## config.mk

```make
export PLATFORM = sky130hd
export DESIGN_NAME = gray_run_ctrl_flat
export DESIGN_NICKNAME = d
export VERILOG_FILES = /design/src/rtl/gray_run_ctrl_if.sv /design/src/rtl/gray_run_ctrl.sv /design/src/flat_wrapper.sv
export SDC_FILE = /design/constraint.sdc
export NUM_CORES = 1
export LEC_CHECK = 0
export CAP_MARGIN = 25
export CORE_MARGIN = 2
export CORE_UTILIZATION = 25
export DETAILED_ROUTE_END_ITERATION = 10
export GPL_ROUTABILITY_DRIVEN = 0
export SETUP_SLACK_MARGIN = 0.15
export SLEW_MARGIN = 30
export SYNTH_ARGS = -nofsm -noshare
export SYNTH_HDL_FRONTEND = slang
export SYNTH_SLANG_ARGS = --single-unit
```

## constraint.sdc

```tcl
create_clock -name clk -period 2.3 [get_ports clk]
set_input_delay 0.345 -clock clk [delete_from_list [all_inputs] [get_ports clk]]
set_output_delay 0.345 -clock clk [all_outputs]
set_load 0.1 [all_outputs]
```

## src/rtl/gray_run_ctrl_if.sv

```systemverilog
// gray_run_ctrl_if -- request/status bundle for gray_run_ctrl.
//   Requester -> controller : start, start_val, steps, hold, abort
//   Controller -> requester : busy, done, wrap, bin, gray
//   master modport : host/sequencer side
//   slave  modport : controller side
interface gray_run_ctrl_if #(
   parameter int SIZE = 3
);
   logic            start;
   logic [SIZE-1:0] start_val;
   logic [SIZE-1:0] steps;
   logic            hold;
   logic            abort;
   logic            busy;
   logic            done;
   logic            wrap;
   logic [SIZE-1:0] bin;
   logic [SIZE-1:0] gray;

   modport master (
      output start, start_val, steps, hold, abort,
      input  busy, done, wrap, bin, gray
   );

   modport slave (
      input  start, start_val, steps, hold, abort,
      output busy, done, wrap, bin, gray
   );
endinterface

```

## src/rtl/gray_run_ctrl.sv

```systemverilog
// gray_run_ctrl -- runs a SIZE-bit binary counter with Gray-coded output
// through a programmed number of increments, with pause and abort.
//   clk   : rising-edge clock
//   reset : asynchronous active-low reset
//   bus   : slave side of gray_run_ctrl_if
//           start/start_val/steps : run request, sampled only in IDLE
//           hold/abort            : pause / terminate (abort wins over hold)
//           busy/done/wrap        : run in progress / completion pulse /
//                                   all-ones -> 0 pulse
//           bin/gray              : registered count and its Gray code
module gray_run_ctrl #(
   parameter int SIZE = 3
) (
   input  logic            clk,
   input  logic            reset,
   gray_run_ctrl_if.slave  bus
);
   typedef enum logic [1:0] {
      IDLE = 2'd0,
      RUN  = 2'd1,
      HOLD = 2'd2,
      DONE = 2'd3
   } state_t;

   state_t          state_q, state_d;
   logic [SIZE-1:0] bin_q, bin_d;
   logic [SIZE-1:0] rem_q, rem_d;
   logic            wrap_q, wrap_d;

   always_ff @(posedge clk or negedge reset) begin
      if (!reset) begin
         state_q <= IDLE;
         bin_q   <= '0;
         rem_q   <= '0;
         wrap_q  <= 1'b0;
      end else begin
         state_q <= state_d;
         bin_q   <= bin_d;
         rem_q   <= rem_d;
         wrap_q  <= wrap_d;
      end
   end

   always_comb begin
      state_d = state_q;
      bin_d   = bin_q;
      rem_d   = rem_q;
      // wrap is a pulse: any edge that does not wrap clears it
      wrap_d  = 1'b0;

      case (state_q)
         IDLE: begin
            if (bus.start) begin
               bin_d   = bus.start_val;
               rem_d   = bus.steps;
               // a zero-step run skips counting and only pulses done
               state_d = (bus.steps != '0) ? RUN : DONE;
            end
         end

         RUN: begin
            if (bus.abort) begin
               state_d = IDLE;
            end else if (bus.hold) begin
               state_d = HOLD;
            end else begin
               bin_d  = bin_q + SIZE'(1);
               rem_d  = rem_q - SIZE'(1);
               wrap_d = &bin_q;
               // leaving at rem==1 keeps rem from ever underflowing
               if (rem_q == SIZE'(1)) begin
                  state_d = DONE;
               end
            end
         end

         HOLD: begin
            if (bus.abort) begin
               state_d = IDLE;
            end else if (!bus.hold) begin
               // resume edge does not count; next edge increments
               state_d = RUN;
            end
         end

         DONE: begin
            state_d = IDLE;
         end

         default: begin
            state_d = IDLE;
         end
      endcase
   end

   assign bus.busy = (state_q != IDLE);
   assign bus.done = (state_q == DONE);
   assign bus.wrap = wrap_q;
   assign bus.bin  = bin_q;
   assign bus.gray = bin_q ^ (bin_q >> 1);
endmodule

```

## src/flat_wrapper.sv

```systemverilog
// flat-port wrapper written by rule: the top's interface ports become plain ports
module gray_run_ctrl_flat 
#(
   parameter int SIZE = 3
)
  (clk, reset, bus_start, bus_start_val, bus_steps, bus_hold, bus_abort, bus_busy, bus_done, bus_wrap, bus_bin, bus_gray);
  gray_run_ctrl_if #(.SIZE(SIZE)) bus_i ();
  input  logic clk;
  input  logic reset;
  input wire logic [$bits(bus_i.start)-1:0] bus_start;
  input wire logic [$bits(bus_i.start_val)-1:0] bus_start_val;
  input wire logic [$bits(bus_i.steps)-1:0] bus_steps;
  input wire logic [$bits(bus_i.hold)-1:0] bus_hold;
  input wire logic [$bits(bus_i.abort)-1:0] bus_abort;
  output wire logic [$bits(bus_i.busy)-1:0] bus_busy;
  output wire logic [$bits(bus_i.done)-1:0] bus_done;
  output wire logic [$bits(bus_i.wrap)-1:0] bus_wrap;
  output wire logic [$bits(bus_i.bin)-1:0] bus_bin;
  output wire logic [$bits(bus_i.gray)-1:0] bus_gray;
  assign bus_i.start = bus_start;
  assign bus_i.start_val = bus_start_val;
  assign bus_i.steps = bus_steps;
  assign bus_i.hold = bus_hold;
  assign bus_i.abort = bus_abort;
  assign bus_busy = bus_i.busy;
  assign bus_done = bus_i.done;
  assign bus_wrap = bus_i.wrap;
  assign bus_bin = bus_i.bin;
  assign bus_gray = bus_i.gray;
  gray_run_ctrl #(.SIZE(SIZE)) u_core (.clk(clk), .reset(reset), .bus(bus_i));
endmodule
```

* Yosys cells after proc, flatten, opt, wreduce, memory -nomap -nowiden
Cells that the tools add are included.
** Cells by class
- Add/sub/neg operators :: 2
- Equality and inequality tests :: 9
- Mux-type cells :: 19
- Bitwise operators :: 1
- Reduce and logical (&&, ||, !) cells :: 7
** Operators by type and width (number)
- two-way mux 3 bit :: 6
- two-way mux 2 bit :: 7
- case mux 3 bit (2 select lines) :: 2
- case mux 2 bit (4 select lines) :: 1
- != test 2 bit (second input constant) :: 3
- AND reduction 3 bit :: 2
- equality test 2 bit (second input constant) :: 2
- != test 4 x 3 -> 1 bit (second input constant) :: 1
- AND reduction 4 bit :: 1
- nonzero test 2 bit :: 2
- adder 3 x 1 -> 3 bit (second input constant) :: 1
- equality test 3 x 1 -> 1 bit (second input constant) :: 1
- two-way mux 1 bit :: 3
- != test 3 bit (second input constant) :: 1
- nonzero test 3 bit :: 1
- subtractor 3 x 1 -> 3 bit (second input constant) :: 1
- bitwise XOR 3 x 2 -> 3 bit :: 1
- equality test 2 x 1 -> 1 bit (second input constant) :: 1
- logical NOT 2 bit :: 1
** Storage, ports and cells
- Bits in registers :: 9
- Logic and storage cells :: 42

* Logic depth before layout (Yosys ltp)
- Word-level depth :: 5
- Depth in mapped cells :: 5
- Depth with buffers taken out :: 5

* Worst setup path before layout
OpenSTA, ideal clock, no wires.
- Path type :: reg-to-output
- Start :: reg u_core.bin_q[2] (netlist: u_core.bus.bin[2])
- End :: out bus_gray[1]
- Arrival :: 2.465 ns
- Required time :: 1.955 ns
- Path slack :: -0.510 ns
- Cell stages (with the launch flop) :: 2
- Cell sequence :: dfrtp_1 -> xor2_1
** On the way
- Cells in the longest elaborated chain, start to end :: 1
** Ends and longest elaborated chain
- from (decl) :: line gray_run_ctrl.sv:26 : logic [SIZE-1:0] bin_q, bin_d;
- from (signal assigned) :: line gray_run_ctrl.sv:38 : bin_q <= bin_d;
- bitwise XOR 3 x 2 -> 3 bit :: line gray_run_ctrl.sv:100 : assign bus.gray = bin_q ^ (bin_q >> 1);
- to (decl) :: line flat_wrapper.sv:19 : output wire logic [$bits(bus_i.gray)-1:0] bus_gray;
No other way between the ends.

* Worst setup path in the final report
- Start :: reg u_core.state_q[0]
- End :: out bus_busy
** On the way
- Cells in the longest elaborated chain, start to end :: 1
** Ends and longest elaborated chain
- from (decl) :: line gray_run_ctrl.sv:25 : state_t state_q, state_d;
- from (signal assigned) :: line gray_run_ctrl.sv:37 : state_q <= state_d;
- nonzero test 2 bit :: line gray_run_ctrl.sv:96 : assign bus.busy = (state_q != IDLE);
- to (decl) :: line flat_wrapper.sv:15 : output wire logic [$bits(bus_i.busy)-1:0] bus_busy;
No other way between the ends.

==> metrics <==
number of global-route vias before repair=473; critical path data arrival time=~1.3 ns; crit end category=output port; Yosys cell types=29; Num CTS Buffers=3; Overflow after GRT=0; antenna violations before repair=0; core area=2250 um^2; Die ar.=2840 um^2; Yosys top cell area share=0.371; minimum clock period=~1.7 ns; outcome=complete, no violations; Post-Synth Simple-Gate Area=0.146; # Max-Cap Violations=0; mean post-synth cell area=roughly 11 um^2; Clk Latency, worst-skew pair=0.26 ns; RSZ-0062 raised after global routing=false; area leader, netlist=dfrtp_1; Top FF cell, synth=dfrtp_1; clock-pin slew on the worst setup and hold paths=0.06 ns; Slew headroom=0.656; Setup WS pre-CTS=0.454 ns; Post-synth EDFFs=0; mux cell area share after synthesis=0.161; chip height=between 50 and 60 um; nets@finish=90; GRT Max-Usage Layer=met2; Worst Path Class, Setup=reg -> out; HPWL after DPL=between 1000 and 1500 um; fmax=between 0.5 and 0.6 GHz; reg-to-reg slack, setup=~0.67 ns; Final TNS setup=0 ns; Slew Viols, Final=0; largest net degree at the start of global routing=13; Avg WL per Cell=11.9 um; Layout fillers=239; largest cells by area after synthesis=dfrtp_1, ha_1, mux2_4; reg2reg path depth=3; main combinational cell family by area after synthesis=multiplexers; DR DRC count=0; Clock Sinks=9; r2r startpoint=u_core.state_q[0]; # hold bufs at CTS=0; worst r2r dst=u_core.bus.bin[1]; Die W=53.3 um; crit share post-route=0.732; YS warnings=0; GR Util met2=0.173; first-pass GRT wire length=approximately 2100 um; count leader, synth=dfrtp_1; Worst Path Required=about 2.0 ns; Vias/cell=about 4.5; drt first-iter violations=1; worst-path maximum fanout=12; CTS H-Tree Depth=1; Post-DRT Antenna Nets=0; Pre-antenna DRT Iters=4; post-route setup slack=between 0.6 and 0.7 ns; post-CTS setup buffers=0; io pins=20; Final Setup Violations=0; HP Class=in -> async; clk_skew=between 0.002 and 0.003 ns; Core Rows=17; Seq/Total Area, Yosys=0.371; Setup crit start kind=register; Seq cells post-synth=9; syn_nets=70; clk buf depth=2; share of cells above drive strength 1=0.311; ys async rst share=1.00; synthesized area=about 610 um^2; M1 GR Usage=0.119; initial core utilization=0.269; adder-cell share of the synthesized area=0.0825; port buffer count=19; M3 GR Usage=0.0508; Final Hold Viols=0; complex-gate fraction of the synthesized area=0.120; Tightest Pin Transition=between 0.5 and 0.6 ns; final wirelength=1210 um; TritonCTS clock tree=built; ANT cells=0; Synth Area in XOR/XNOR=0.0144; Via Count=462; fin cells=just over 100; most frequent cells after synthesis=dfrtp_1, inv_1, ha_1; post_cts resized=0; Root Buffer=clkbuf_4; Synth Instances=between 50 and 60; P&R area growth vs syn=36.9%; gr usage total=0.110; placed insts=between 90 and 100
==> state kept, by name, summed over array words and instances, names as in the netlist <==
name / count
u_core.bus.wrap: 1
u_core.state_q: 2
u_core.bus.bin: 3
u_core.rem_q: 3
==> placed cells by master (no fill, tap or decap), drive strengths merged, types with 2 or more instances in the layout <==
cell	instances
clkdlybuf4s50	10
buf	9
dfrtp	9
inv	6
mux2	5
ha	4
clkbuf	4
mux2i	3
and2	2
nor2	2
a21oi	2
nand2b	2
==> metal layers <==
metal | part of all wire | vias up
met4 | 0.022 | 0
met3 | 0.046 | 2
met5 | 0 | -
li1 | - | 231
met1 | 0.44 | 218
met2 | 0.49 | 11
==> stage by stage <==
| stage | cell area (um^2) | hold WS [ns] | utilization |
|---|---|---|---|
| after floorplan | 631 | 0.0494 | - |
| after global placement | 805 | 0.503 | 0.357 |
| after detailed placement | 805 | 0.500 | 0.357 |
| after CTS | 831 | 0.400 | 0.368 |
| after global routing | 831 | 0.418 | 0.368 |
| final | 831 | 0.378 | 0.368 |
==> final cells by class <==
cell class | instances | area (um^2) | share of cell area
multi-input cells | 36 | 339 | 0.408
flip-flops and latches | 9 | 228 | 0.274
repair buffers | 19 | 180 | 0.217
well taps | 28 | 35.0 | 0.0422
clock buffers | 4 | 26.3 | 0.0316
inverters | 6 | 22.5 | 0.0271
==> kinds of logic (layout without fill, tap and decap cells) <==
kind of cell / Yosys count / in the layout
multiplexers: 8 / 8
AND/OR/NAND/NOR: 13 / 13
AO/OA/AOI/OAI: 10 / 10
adder cells (fa/ha/maj): 4 / 4
flip-flops: 9 / 9
buffers and inverters: 10 / 29
XOR/XNOR: 1 / 1
==> how the worst max path moves through the flow <==
stage | start | end | cells after the start
floorplan | u_core.bus.bin[2] | u_core.bus.bin[2] | 3
global placement | bus_abort | u_core.bus.bin[1] | 4
detailed placement | bus_start | u_core.bus.bin[2] | 4
CTS | u_core.state_q[0] | bus_busy | 2
global route | u_core.state_q[0] | u_core.bus.bin[1] | 3
finish | u_core.state_q[0] | bus_busy | 2
==> worst max-delay path, stage by stage, from the launching register on <==
cell and delay, ns:
dfrtp_1 0.52, or2_2 0.33, buf_4 0.23
Power is left out: the tool's default activity adds up to more than one toggle a clock period on the data nets, which glitch-free logic cannot reach.
